<file path="config.mk">
export PLATFORM = sky130hd
export DESIGN_NAME = latch_collector
export DESIGN_NICKNAME = d
export VERILOG_FILES = /design/src/rtl/latch_collector.sv
export SDC_FILE = /design/constraint.sdc
export NUM_CORES = 1
export LEC_CHECK = 0
export CAP_MARGIN = 20
export CELL_PAD_IN_SITES_DETAIL_PLACEMENT = 0
export CELL_PAD_IN_SITES_GLOBAL_PLACEMENT = 1
export CORE_MARGIN = 5
export CORE_UTILIZATION = 40
export DETAILED_ROUTE_END_ITERATION = 10
export PLACE_DENSITY_LB_ADDON = 0.1
export SYNTH_ARGS = -nofsm -noshare
export SYNTH_HDL_FRONTEND = slang
export SYNTH_SLANG_ARGS = --single-unit
</file>
<file path="constraint.sdc">
create_clock -name ap_clk -period 3.3 [get_ports ap_clk]
set_input_delay 0.495 -clock ap_clk [delete_from_list [all_inputs] [get_ports ap_clk]]
set_output_delay 0.495 -clock ap_clk [all_outputs]
set_load 0.02 [all_outputs]
</file>
<file path="src/rtl/latch_collector.sv">
// latch_collector
//   Sink for a single-word out_vld/out_ack latch. Each word is acknowledged
//   only after the producer has held in_vld for ACK_DELAY cycles, which
//   models a slow consumer. Accepted words go into a small FWFT FIFO that is
//   drained on a valid/ready stream, and every accepted word is counted.
//
//   State | meaning
//   ------+-------------------------------------------------------------
//   IDLE  | no word pending; with ACK_DELAY=0 this state acks directly
//   WAIT  | in_vld seen, counting wcnt up towards ACK_DELAY
//   READY | delay satisfied; ack whenever the FIFO has room
//
// Ports
//   ap_clk      clock, rising edge
//   ap_rst      asynchronous active-high reset
//   in_vld      producer holds a word
//   in_data     producer word
//   in_ack      word accepted (transfer on edge with in_vld & in_ack)
//   dout_valid  FIFO head valid
//   dout_data   FIFO head word
//   dout_ready  downstream takes the head
//   level       FIFO occupancy
//   rx_count    words accepted since reset (wraps)
module latch_collector #(
    parameter int DATA_W    = 32,
    parameter int DEPTH     = 4,
    parameter int ACK_DELAY = 0
) (
    input  logic                         ap_clk,
    input  logic                         ap_rst,
    input  logic                         in_vld,
    input  logic [DATA_W-1:0]            in_data,
    output logic                         in_ack,
    output logic                         dout_valid,
    output logic [DATA_W-1:0]            dout_data,
    input  logic                         dout_ready,
    output logic [$clog2(DEPTH+1)-1:0]   level,
    output logic [31:0]                  rx_count
);

    localparam int LW = $clog2(DEPTH + 1);
    localparam int PW = $clog2(DEPTH);
    localparam logic [7:0] DLY = 8'(ACK_DELAY);
    localparam bit ZERO_DLY = (ACK_DELAY == 0);

    typedef enum logic [1:0] {
        S_IDLE,
        S_WAIT,
        S_READY
    } state_t;

    state_t            state_q, state_d;
    logic [7:0]        wcnt_q, wcnt_d;
    logic [PW-1:0]     wr_ptr, rd_ptr;
    logic [LW-1:0]     level_q;
    logic [31:0]       rx_q;
    logic [DATA_W-1:0] mem [DEPTH];
    logic              full;
    logic              ack_window;
    logic              push;
    logic              pop;

    // Full is judged on the registered level only, so a pop in the same
    // cycle never opens the gate early and in_ack stays off dout_ready.
    assign full = (level_q == LW'(DEPTH));

    always_comb begin
        state_d    = state_q;
        wcnt_d     = wcnt_q;
        ack_window = (state_q == S_READY) || ((state_q == S_IDLE) && ZERO_DLY);
        in_ack     = !ap_rst && in_vld && !full && ack_window;

        if (!in_vld || in_ack) begin
            state_d = S_IDLE;
            wcnt_d  = 8'd0;
        end else begin
            case (state_q)
                S_IDLE: begin
                    if (ZERO_DLY) begin
                        // Only reached when full: park until room appears.
                        state_d = S_READY;
                    end else begin
                        wcnt_d  = 8'd1;
                        state_d = (DLY == 8'd1) ? S_READY : S_WAIT;
                    end
                end
                S_WAIT: begin
                    wcnt_d = 8'(wcnt_q + 8'd1);
                    if (wcnt_d == DLY) begin
                        state_d = S_READY;
                    end
                end
                S_READY: begin
                    state_d = S_READY;
                end
                default: begin
                    state_d = S_IDLE;
                    wcnt_d  = 8'd0;
                end
            endcase
        end
    end

    always_ff @(posedge ap_clk or posedge ap_rst) begin
        if (ap_rst) begin
            state_q <= S_IDLE;
            wcnt_q  <= 8'd0;
        end else begin
            state_q <= state_d;
            wcnt_q  <= wcnt_d;
        end
    end

    assign push = in_ack;
    assign pop  = dout_valid && dout_ready;

    always_ff @(posedge ap_clk or posedge ap_rst) begin
        if (ap_rst) begin
            wr_ptr  <= '0;
            rd_ptr  <= '0;
            level_q <= '0;
            rx_q    <= '0;
        end else begin
            if (push) begin
                wr_ptr <= wr_ptr + 1'b1;
                rx_q   <= rx_q + 32'd1;
            end
            if (pop) begin
                rd_ptr <= rd_ptr + 1'b1;
            end
            case ({push, pop})
                2'b10:   level_q <= level_q + 1'b1;
                2'b01:   level_q <= level_q - 1'b1;
                default: level_q <= level_q;
            endcase
        end
    end

    // Storage needs no reset: nothing is read unless level says it was written.
    always_ff @(posedge ap_clk) begin
        if (push) begin
            mem[wr_ptr] <= in_data;
        end
    end

    assign dout_valid = !ap_rst && (level_q != '0);
    assign dout_data  = dout_valid ? mem[rd_ptr] : '0;
    assign level      = level_q;
    assign rx_count   = rx_q;

endmodule
</file>
Yosys cells after proc, flatten, opt, wreduce, memory -nomap -nowiden
Memories as Yosys holds them, arrays and structs flattened.
Index checks and enable logic that the tools add are counted.
{ "totals": {"mem_bits_rw": 128, "reg_bits": 49, "mem_count": 1} }
{ "classes": {"n_reduce_logical": 15, "n_eq_ne": 7, "n_addsub": 6, "muxes": 9} }
{ "mem_list": {"columns": ["name", "depth", "word_bits", "read_ports", "rd_ports_with_merged_regs", "write_ports", "line_no", "rtl"], "rows": [
  ["mem", 4, 32, 1, 0, 1, "57", "logic [DATA_W-1:0] mem [DEPTH];"]
]} }
{ "ops": {"columns": ["cell", "n"], "rows": [
  ["$add A32 B1 Y32 const B", 1],
  ["$mux W32", 1],
  ["$pmux W8 S2", 1],
  ["$add A8 B1 Y8 const B", 1],
  ["$logic_not A8 Y1", 1],
  ["$mux W8", 1],
  ["$pmux W3 S2", 1],
  ["$logic_and A1 B1 Y1", 5],
  ["$add A2 B1 Y2 const B", 2],
  ["$eq A2 B1 Y1 const B", 2],
  ["$eq A2 B2 Y1 const B", 2],
  ["$mux W2", 2],
  ["$pmux W2 S2", 1],
  ["$add A3 B1 Y3 const B", 1],
  ["$eq A3 B3 Y1 const B", 1],
  ["$logic_not A1 Y1", 3],
  ["$ne A3 B3 Y1 const B", 1],
  ["$reduce_bool A3 Y1", 1],
  ["$sub A3 B1 Y3 const B", 1],
  ["$logic_not A2 Y1", 1],
  ["$logic_or A1 B1 Y1", 2],
  ["$mux W1", 2],
  ["$ne A2 B1 Y1 const B", 1],
  ["$reduce_bool A2 Y1", 1],
  ["$reduce_or A2 Y1", 1]
]} }

Longest topological paths before layout
{ "depth": {"ltp_word": 6, "depth_mapped": 11, "depth_no_buf": 9} }

Worst setup path before layout
OpenSTA, ideal clock, no wires.
{ "synth_timing": {"path_type": "in2reg", "startpoint": "in ap_rst", "endpoint": "mem mem[0][0], enable pin", "setup_time_ps": 392, "setup_slack_ps": 182, "t_arrival_ps": 2726, "required_time_ps": 2908, "cell_stages": 4, "path_buffers": 1, "cell_sequence": "inv_1 > and3_1 > buf_2 > and2_1"} }
{ "synth_between": {"elab_chain_len": 6} }
{ "synth_lines": {"columns": ["element", "line_no", "rtl"], "rows": [
  ["start: declaration", "30", "input logic ap_rst,"],
  ["$logic_not A1 Y1", "71", "in_ack = !ap_rst && in_vld && !full && ack_window;"],
  ["$logic_and A1 B1 Y1 (3 in series)", "71", null],
  ["via in_ack", "33", "output logic in_ack,"],
  ["$mux W1", "141", "if (push) begin"],
  ["$mux W1 (implied by the code)", "142", "mem[wr_ptr] <= in_data;"],
  ["end: declaration", "57", null]
]} }
The timed path passes the listed nets, and every way through them passes these cells.

Final worst setup path
{ "layout_timing": {"startpoint": "reg rd_ptr[0]", "endpoint": "out dout_data[24]"} }
{ "layout_between": {"elab_chain_len": 2} }
{ "layout_lines": {"columns": ["element", "line_no", "rtl"], "rows": [
  ["start: declaration", "54", "logic [PW-1:0] wr_ptr, rd_ptr;"],
  ["start signal: assignment", "129", "rd_ptr <= rd_ptr + 1'b1;"],
  ["$mem_v2 Z4 W32", null, null],
  ["$mux W32", "147", "assign dout_data = dout_valid ? mem[rd_ptr] : '0;"],
  ["end: declaration", "35", "output logic [DATA_W-1:0] dout_data,"]
]} }
Every way passes these cells.

==> run summary <==
Starting Density: 0.409
Final Hold Fails: 0
DIE HEIGHT: 140 µm
htree depth: 4
max-slew violation count: 0
final std cell area, no fill: 8790 µm²
post-CTS sizing: 0
CP Max Fanout: 9
cts hold-fix bufs: 0
die width: 140 µm
Post-Syn Instances: 374
total grt overflow: 0
Clk Latency, worst-skew pair: 420 ps
CTS Sinks: 167
global-route wire length before repair: 21.4 mm
fillers: 1380
critical path class: register to output pin
DR iter-0 viols: 132
Area Overhead vs Synth: 29.7%
largest net degree at the start of global routing: 40
Root Buffer: clkbuf_16
initial antenna violation count: 0
Max Cap Violations: 0
Leak: 3.23 nW
TritonCTS clock tree: done
Ports: 105
library cells used by synthesis: 34
RSZ-0062 raised after global routing: false
DP Wirelength: 8.76 mm
WL/cell: 18.2 µm
GRT Overall Usage: 0.141
wire length on met3: 579 µm
setup violators final: 0
Clock Path Buffers: 2
yosys warns: 0
FF-to-FF Start: level[0]$_DFFE_PP0P_
PwrDens: 749 nW/µm²
Data required, critical path: 2800 ps
CP Capture Type: output pin
core area: 16600 µm²
Post-Place Cells: 696
clock skew: 8.44 ps
setup TNS: 0 ps
total power: 6.58 mW
drt first pass iters: 4
DR WL met2: 6.75 mm
register area share after synthesis: 0.711
Max stage delay on crit path: 560 ps
PortBufs: 104
Final min period: 3010 ps
Worst setup startpoint: rd_ptr[0]$_DFFE_PP0P_
Setup Fix Bufs, Post-CTS: 0
DR top layer: met4
CTS Buf Count: 17
Reg clk slew, reported paths: 70 ps
Avg Vias per Cell: 4.96
VDD IR max: 0.000353 V
Worst setup SP type: register
ant diodes: 0
slowest cell on the critical path: dfrtp_2
hold path start: rx_count[31]$_DFFE_PP0P_
RD Place Congestion: 0.746
M1 WL: 5.72 mm
Syn Std Cell Area: 6780 µm²
HP Class: register to register
fmax: 332 MHz
DRC: 0
WL final: 13.2 mm
Row Count: 47
status: finished clean
share of cells above drive strength 1: 0.187
Arr. time, crit path: 2520 ps
vias in the first global route: 3896
Slew headroom: 0.634
post-synth net total: 417
Final nets: 538
dpl ws: 521 ps
CP Cell Sequence: buf_4 > mux4_2 > and2_1 > clkdlybuf4s50_1
#FFs+latches synth: 167
Die Area: 19600 µm²
syn avg cell area: 18.1 µm²
via count: 3613
Final ANT Viol Nets: 0
Final period util: 0.913
final worst setup slack: 288 ps
Least-Margin Pin Slew: 549 ps
area of placed instances: 8180 µm²
Non-Filler Instances: 728
cell type report:
| class | count | area [µm²] | area share |
|---|---|---|---|
| flip-flops and latches | 167 | 4820 | 0.549 |
| multi-input cells | 184 | 1860 | 0.212 |
| repair buffers | 116 | 1180 | 0.134 |
| clock buffers | 17 | 425 | 0.0484 |
| well taps | 220 | 275 | 0.0313 |
| clock inverters | 15 | 190 | 0.0216 |
| inverters | 9 | 33.8 | 0.00384 |
flip-flops by register name, indices dropped and copies added (netlist names):
| name | cells |
|---|---|
| rd_ptr | 2 |
| level | 3 |
| mem | 128 |
| rx_count | 32 |
| wr_ptr | 2 |
cells in the final DEF, fill, tap and decap left out, types with 3 or more instances in the layout:
cell and count:
inv_6 5, dfrtp_1 37, xnor2_1 10, clkdlybuf4s50_1 104, and4_4 3, xor2_1 27, ha_1 6, bufinv_16 3
nand3_1 12, nand4_1 4, nor3_1 11, nand2_1 9, and2_2 4, buf_4 8, nor4_1 4, mux4_2 32
nor2_1 6, buf_12 4, edfxtp_1 128, inv_1 9, and2_1 34, clkinvlp_4 3, clkbuf_16 17
final timing paths:
| check | to | slack, ps | cells past startpoint |
|---|---|---|---|
| worst max-delay path | dout_data[24] | 290 | 4 |
| worst min-delay path | rx_count[31]$_DFFE_PP0P_ | 470 | 1 |
| worst max register to register | level[2]$_DFFE_PP0P_ | 750 | 9 |
| worst min register to register | rx_count[31]$_DFFE_PP0P_ | 470 | 1 |
| max in group asynchronous | rd_ptr[1]$_DFFE_PP0P_ | 2290 | 3 |
| min in group asynchronous | rx_count[8]$_DFFE_PP0P_ | 630 | 3 |
synthesized netlist by cell type:
cell      number  area, µm²
clkbuf_1       7       26.3
and4_4         3       33.8
nand3_1       12       60.1
mux4_2        32        721
nor3b_1        2       15.0
nand2b_1       1       6.26
o21ai_1        1       5.00
or3b_1         1       8.76
nand4_1        4       25.0
nor2_1         7       26.3
xor2_1        27        236
nor4_1         4       25.0
mux2i_1        1       10.0
nor4b_2        1       15.0
and3_1         2       12.5
buf_2          6       30.0
and4b_1        1       10.0
dfrtp_1       39        976
edfxtp_1     128       3840
nor3_1        11       55.1
and3b_1        1       8.76
ha_1           6       75.1
buf_6          1       11.3
fa_1           1       20.0
and4_1         1       8.76
nand2_2        2       12.5
inv_1          9       33.8
xnor2_1       10       87.6
and2_1        38        238
nand2_1        9       33.8
nand4_4        2       42.5
nor4_4         2       42.5
and4_2         1       10.0
mux2_2         1       11.3
worst max-delay path: cells and delay by family (launching register included):
family,cells,cell delay (ps)
muxes,1,530
and+or+nand+nor,1,170
DFF,1,560
buffers and inverters,2,830
metrics by stage:
stage | hold slack (ps) | utilization
floorplan | 562 | -
detailed placement | 464 | 0.493
finish | 473 | 0.530
CTS | 479 | 0.530
global route | 505 | 0.530
global placement | 458 | 0.493
kinds of logic (layout without fill, tap and decap cells):
group	count (synthesis)	after routing	share of synthesized area
flops	167	167	0.711
simple gates	105	105	0.102
xor+xnor	37	37	0.0478
mux	34	34	0.109
buf+inv	23	157	0.0150
fa+ha+maj	7	7	0.0140
compound gates	1	1	0.000738
per-layer routing:
metal | track usage | vias up
li1 | - | 1671
met2 | 0.238 | 87
met3 | 0.0395 | 14
met5 | 0 | -
met1 | 0.177 | 1841
met4 | 0.0444 | 0
power by group:
| group | leakage (nW) | internal [mW] | switching (mW) |
|---|---|---|---|
| combinational | 1.26 | 0.981 | 0.850 |
| clock | 0.293 | 1.21 | 0.828 |
| sequential | 1.67 | 2.52 | 0.194 |
| total | 3.23 | 4.71 | 1.87 |
(Power assumes the default switching activity.)
